`config.mk`:
```
export PLATFORM = sky130hd
export DESIGN_NAME = key_move_scheduler
export DESIGN_NICKNAME = d
export VERILOG_FILES = /design/src/rtl/key_move_scheduler.sv
export SDC_FILE = /design/constraint.sdc
export NUM_CORES = 1
export LEC_CHECK = 0
export CAP_MARGIN = 20
export CORE_UTILIZATION = 50
export DETAILED_ROUTE_END_ITERATION = 8
export PLACE_DENSITY = 0.69
export SLEW_MARGIN = 0
export SYNTH_ARGS = -nofsm -noshare
export SYNTH_HDL_FRONTEND = slang
export SYNTH_SLANG_ARGS = --single-unit
export TNS_END_PERCENT = 5
```
`constraint.sdc`:
```
create_clock -name clk -period 9.6 [get_ports clk]
set_input_delay 1.92 -clock clk [delete_from_list [all_inputs] [get_ports clk]]
set_output_delay 1.92 -clock clk [all_outputs]
set_load 0.01 [all_outputs]
```
`src/rtl/key_move_scheduler.sv`:
```
`default_nettype none
// +--------------------------------------------------------------------------+
// | Module      : key_move_scheduler                                         |
// | Description : Turns held key codes from keyboard_driver into a queue of  |
// |               direction commands and releases one command per game step |
// |               on a periodic move strobe for rect_controller.            |
// | Revision    : 1.0 - initial release                                      |
// +--------------------------------------------------------------------------+
// | Ports                                                                    |
// |   clk         in   1  system clock (65 MHz domain)                       |
// |   rst         in   1  synchronous active-high reset                      |
// |   key_in      in   8  held key code: 01 up, 02 down, 04 left, 08 right   |
// |   game_run    in   1  high = game running, low = paused/idle             |
// |   speed_up    in   1  (KEY_MOVE_SCHEDULER_SPEEDUP_EN only) shorten period |
// |   dir         out  2  current direction: 00 up, 01 down, 10 left, 11 rt  |
// |   move_tick   out  1  one-cycle strobe per game step                     |
// |   queue_count out  3  occupied queue entries after the current edge      |
// |   key_drop    out  1  pulse when a valid command hits a full queue       |
// +--------------------------------------------------------------------------+
// | Optional feature macro: KEY_MOVE_SCHEDULER_SPEEDUP_EN                     |
// |   Adds speed_up input and SPEED_STEP / MIN_PERIOD parameters. Each high  |
// |   speed_up cycle shortens the step period by SPEED_STEP down to          |
// |   MIN_PERIOD; the new period applies at the next counter reload.         |
// +--------------------------------------------------------------------------+
module key_move_scheduler #(
  parameter int MOVE_PERIOD = 6500000,
  parameter int FIFO_DEPTH  = 4,
  parameter int CNT_W       = 24
`ifdef KEY_MOVE_SCHEDULER_SPEEDUP_EN
  ,
  parameter int SPEED_STEP  = 325000,
  parameter int MIN_PERIOD  = 1300000
`endif
) (
  input  logic       clk,
  input  logic       rst,
  input  logic [7:0] key_in,
  input  logic       game_run,
`ifdef KEY_MOVE_SCHEDULER_SPEEDUP_EN
  input  logic       speed_up,
`endif
  output logic [1:0] dir,
  output logic       move_tick,
  output logic [2:0] queue_count,
  output logic       key_drop
);

  localparam int PTR_W = (FIFO_DEPTH > 1) ? $clog2(FIFO_DEPTH) : 1;
  localparam int CNTQ_W = PTR_W + 1;

  localparam logic [CNT_W-1:0]  c_RELOAD = CNT_W'(MOVE_PERIOD - 1);
  localparam logic [CNTQ_W-1:0] c_DEPTH  = CNTQ_W'(FIFO_DEPTH);

  // Direction queue state
  logic [1:0]        r_fifo [FIFO_DEPTH];
  logic [PTR_W-1:0]  r_rd_ptr;
  logic [PTR_W-1:0]  r_wr_ptr;
  logic [CNTQ_W-1:0] r_count;

  logic [7:0]        r_key_prev;
  logic [CNT_W-1:0]  r_cnt;
  logic [1:0]        r_dir;
  logic              r_move_tick;
  logic              r_key_drop;

  logic [CNT_W-1:0]  w_reload_val;
  logic              w_key_valid;
  logic [1:0]        w_key_dir;
  logic              w_event;
  logic [PTR_W-1:0]  w_tail_idx;
  logic [1:0]        w_ref;
  logic              w_legal;
  logic              w_full;
  logic              w_cnt_zero;
  logic              w_pop;
  logic              w_push;
  logic              w_drop;

`ifdef KEY_MOVE_SCHEDULER_SPEEDUP_EN
  localparam logic [CNT_W-1:0] c_PERIOD = CNT_W'(MOVE_PERIOD);
  localparam logic [CNT_W-1:0] c_STEP   = CNT_W'(SPEED_STEP);
  localparam logic [CNT_W-1:0] c_MIN    = CNT_W'(MIN_PERIOD);

  logic [CNT_W-1:0] r_period;

  // Active period survives pause; only reset restores the base rate.
  always_ff @(posedge clk) begin
    if (rst) begin
      r_period <= c_PERIOD;
    end else if (speed_up && (r_period > c_MIN)) begin
      if (r_period > (c_MIN + c_STEP)) begin
        r_period <= r_period - c_STEP;
      end else begin
        r_period <= c_MIN;
      end
    end
  end

  assign w_reload_val = r_period - CNT_W'(1);
`else
  assign w_reload_val = c_RELOAD;
`endif

  // Key decode: only the four one-hot codes are commands.
  always_comb begin
    w_key_valid = 1'b1;
    w_key_dir   = 2'b00;
    case (key_in)
      8'h01:   w_key_dir = 2'b00;
      8'h02:   w_key_dir = 2'b01;
      8'h04:   w_key_dir = 2'b10;
      8'h08:   w_key_dir = 2'b11;
      default: w_key_valid = 1'b0;
    endcase
  end

  // Edge detect on the held code so a held key yields a single event.
  assign w_event = w_key_valid && (key_in != r_key_prev);

  // Newest queued direction is the reference; fall back to the live one.
  assign w_tail_idx = r_wr_ptr - PTR_W'(1);
  assign w_ref      = (r_count != '0) ? r_fifo[w_tail_idx] : r_dir;

  // Reversal check relies on the encoding: opposite directions differ in bit 0.
  assign w_legal    = (w_key_dir != w_ref) && (w_key_dir != (w_ref ^ 2'b01));
  assign w_full     = (r_count == c_DEPTH);
  assign w_cnt_zero = (r_cnt == '0);

  // Fullness and occupancy are judged on pre-edge values, so a pop on the
  // same edge neither frees a slot for nor pops the incoming entry.
  assign w_pop  = game_run && w_cnt_zero && (r_count != '0);
  assign w_push = game_run && w_event && w_legal && !w_full;
  assign w_drop = game_run && w_event && w_legal && w_full;

  always_ff @(posedge clk) begin
    if (rst) begin
      r_key_prev  <= 8'h00;
      r_cnt       <= c_RELOAD;
      r_dir       <= 2'b11;
      r_move_tick <= 1'b0;
      r_key_drop  <= 1'b0;
      r_count     <= '0;
      r_rd_ptr    <= '0;
      r_wr_ptr    <= '0;
    end else begin
      r_key_prev <= key_in;
      if (!game_run) begin
        // Paused: flush queue, hold the counter at reload, hold dir.
        r_cnt       <= w_reload_val;
        r_move_tick <= 1'b0;
        r_key_drop  <= 1'b0;
        r_count     <= '0;
        r_rd_ptr    <= '0;
        r_wr_ptr    <= '0;
      end else begin
        r_cnt       <= w_cnt_zero ? w_reload_val : (r_cnt - CNT_W'(1));
        r_move_tick <= w_cnt_zero;
        r_key_drop  <= w_drop;
        if (w_pop) begin
          r_dir    <= r_fifo[r_rd_ptr];
          r_rd_ptr <= r_rd_ptr + PTR_W'(1);
        end
        if (w_push) begin
          r_wr_ptr <= r_wr_ptr + PTR_W'(1);
        end
        case ({w_push, w_pop})
          2'b10:   r_count <= r_count + CNTQ_W'(1);
          2'b01:   r_count <= r_count - CNTQ_W'(1);
          default: r_count <= r_count;
        endcase
      end
    end
  end

  // Queue storage needs no reset: entries are only read when counted valid.
  always_ff @(posedge clk) begin
    if (w_push) begin
      r_fifo[r_wr_ptr] <= w_key_dir;
    end
  end

  assign dir         = r_dir;
  assign move_tick   = r_move_tick;
  assign queue_count = 3'(r_count);
  assign key_drop    = r_key_drop;

endmodule
`default_nettype wire

```
==> results.cfg <==
[cts]
cts.sinks = 51
post_cts_resized = 0
insertion_delay_ns = 0.30
cts_tree = built
numCtsBuffers = 5
post_cts_buffers = 0
clockBufferDepth = 2
htree_levels = 2
clkTransAtPathRegs_ns = 0.10
ctsHoldBuffers = 0
clockRootBuffer = clkbuf_8

[layout]
final_cells = 307
antennaDiodeCount = 0
drive_gt1_share_pct = 7.451
fillCellCount = 412
stdcell_area_mm2 = 0.002658
layout.nets = 273
synthToLayoutAreaGrowth_pct = 12.92

[sta]
setup-violations-final = 0
fin_crit_sh_pct = 51.17
worst_slack_ns = 4.688
rsz0062_at_grt = no
relSlewSlack_pct = 52.36
period_needed_ns = 4.912
clock_skew_ns = 0.009001
hold_viol_final = 0
tightest_slew_ns = 0.7127
fmax_mhz = 203.6
slew_violations = 0
holdWs_ns = 0.4057
finalSetupTns_ns = 0

[placement]
dpl_cell_area_mm2 = 0.002541
dp_hpwl_mm = 2.832
dp_slack_ns = 4.355
gp_congestion = 0.7268
port_buffers = 17
dp.cells = 299

[setup_path]
critPathCaptureType = flop
start_kind = primary input
slowest_stage = nor4b_2
r2r_slack_ns = 6.29
crit_arrival_ns = 5.15
r2r-end = queue_count[2]
critPathKind = primary input to flop
crit_top_cell = inv_1
crit_chain = clkdlybuf4s50_1 > or4_1 > nand3b_1 > xnor2_1 > nor4b_2 > inv_1 > ha_1 > inv_1 > fa_1 > xor2_1 > or3_1 > a21oi_1
reg2reg_from = r_wr_ptr[0]
r2r_cells = 13
critPathRequiredTime_ns = 9.84
cpPeakStageDelay_ns = 0.67
path_max_fanout = 7

[global_route]
grt_overflow = 0
track_usage_pct = 17.17
antenna_found_initial = 0
grt_pass1_vias = 1491
grt_max_degree = 18
grt_first_pass_wirelength_mm = 6.706

[synthesis]
syn_inst = 238
synth-seq-cells = 51
yosysMostFrequentCell = dfxtp_1
syn_nets = 257
syn_area_mm2 = 0.002354
synthFlopType = dfxtp_1
async_reset_ff_share_pct = 0
synth_top_cell_area_share_pct = 36.58
yosysSeqAreaShare_pct = 46.78
synthTopCellsByArea = dfxtp_1, xnor2_1, edfxtp_1
synth_edf_count = 8
yosysTopAreaCell = dfxtp_1
ys_types = 40
netlist_top_cells_count = dfxtp_1, xnor2_1, nand2_1
syn_area_per_cell_um2 = 9.889
ys_warn_count = 0

[worst_hold_path]
whs_path_depth = 1
worstHoldStart = r_cnt[0]
hold_class = flop to flop
min_to = r_cnt[0]

[detailed_routing]
vias = 1633
drc = 4
drtAntennaViolNets = 0
drt-pass1-iter-count = 6
drtIter0Drc = 64
via_per_inst = 5.319
post_drt_wl_per_cell_um = 12.90
wl_mm = 3.960

[pwr]
p_leak_nw = 0.8719
peakVddDrop_uv = 72.54
p_per_area_mw_per_mm2 = 147.1

[floorplanning]
die_x_um = 70.61
initial_core_util_pct = 52.96
core_area_mm2 = 0.004444
die-area_mm2 = 0.004985
boundaryPins = 18
rows = 24
die_h_um = 70.61

[outcome]
run_status = complete, but fails checks
violations = design-rule violations

[run]
maxCapViolCount = 0
-- placed cells by master, fill, tap and decap left out, types with 4 or more instances in the layout --
master	count
edfxtp_1	8
inv_1	9
xor2_1	4
nor3_1	9
a21oi_1	5
and2_1	4
dfxtp_1	43
or3_1	6
clkbuf_8	5
nand2_1	25
nor2b_1	12
nor2_1	24
nand3_1	4
nand4_1	5
clkdlybuf4s50_1	17
xnor2_1	28
nor4_1	9
ha_1	7
-- logic make-up after synthesis --
group	after synthesis	synth area share (%)
adder cells (fa/ha/maj)	8	4.572
multiplexers	6	4.147
XOR/XNOR	32	11.91
AO/OA/AOI/OAI	14	4.041
flip-flops	51	46.78
AND/OR/NAND/NOR	110	25.09
buffers and inverters	17	3.455
-- metrics by stage --
stage                     utilization (%)  total power, mW
after floorplan                         -           0.2360
after global placement              57.18           0.2425
after detailed placement            57.18           0.2427
after CTS                           59.80           0.3962
after global routing                59.80           0.4064
final                               59.80           0.3909
-- worst max-delay path: cells and delay by family --
kind            cells  cell delay, ns
buf+inv             3            0.64
xor+xnor            2            0.25
fa+ha+maj           2            0.40
simple gates        4            1.80
compound gates      1            0.14
-- report_power, final --
part	internal [mW]	total [mW]	switching (mW)
logic	0.00899	0.0183	0.00927
registers	0.218	0.219	0.00104
clock network	0.0791	0.153	0.0742
-- layout make-up --
type	instances	area, µm²	area share, %
inverter	9	33.78	1.271
sequential	51	1101	41.43
tap	52	65.06	2.448
timing repair buffer	17	170.2	6.403
clock inverter	3	47.55	1.789
clock buffer	5	68.82	2.589
multi-input combinational	170	1171	44.07
-- metal layers --
metal	global-route usage, %	vias up	share of wire, %
met2	27.51	19	46
met4	4.667	0	0.98
met5	0	-	0
met1	23.30	765	51
met3	4.416	6	2.9
li1	-	843	-
-- worst max-delay path by stage --
stage,startpoint,slack [ns],to
2_1_floorplan,key_in[5],5.20,queue_count[2]
3_3_place_gp,key_in[5],4.50,queue_count[2]
3_5_place_dp,key_in[5],4.36,queue_count[2]
4_1_cts,key_in[5],4.67,queue_count[2]
5_1_grt,key_in[5],4.52,queue_count[2]
6_report,key_in[5],4.69,queue_count[2]
-- state kept, by name, summed over array words and instances (netlist names) --
register and count:
r_rd_ptr 2, key_drop 1, r_wr_ptr 2, dir 2
queue_count 3, r_fifo 8, r_cnt 24, move_tick 1
r_key_prev 8
Power figures use the tool's default switching activity.
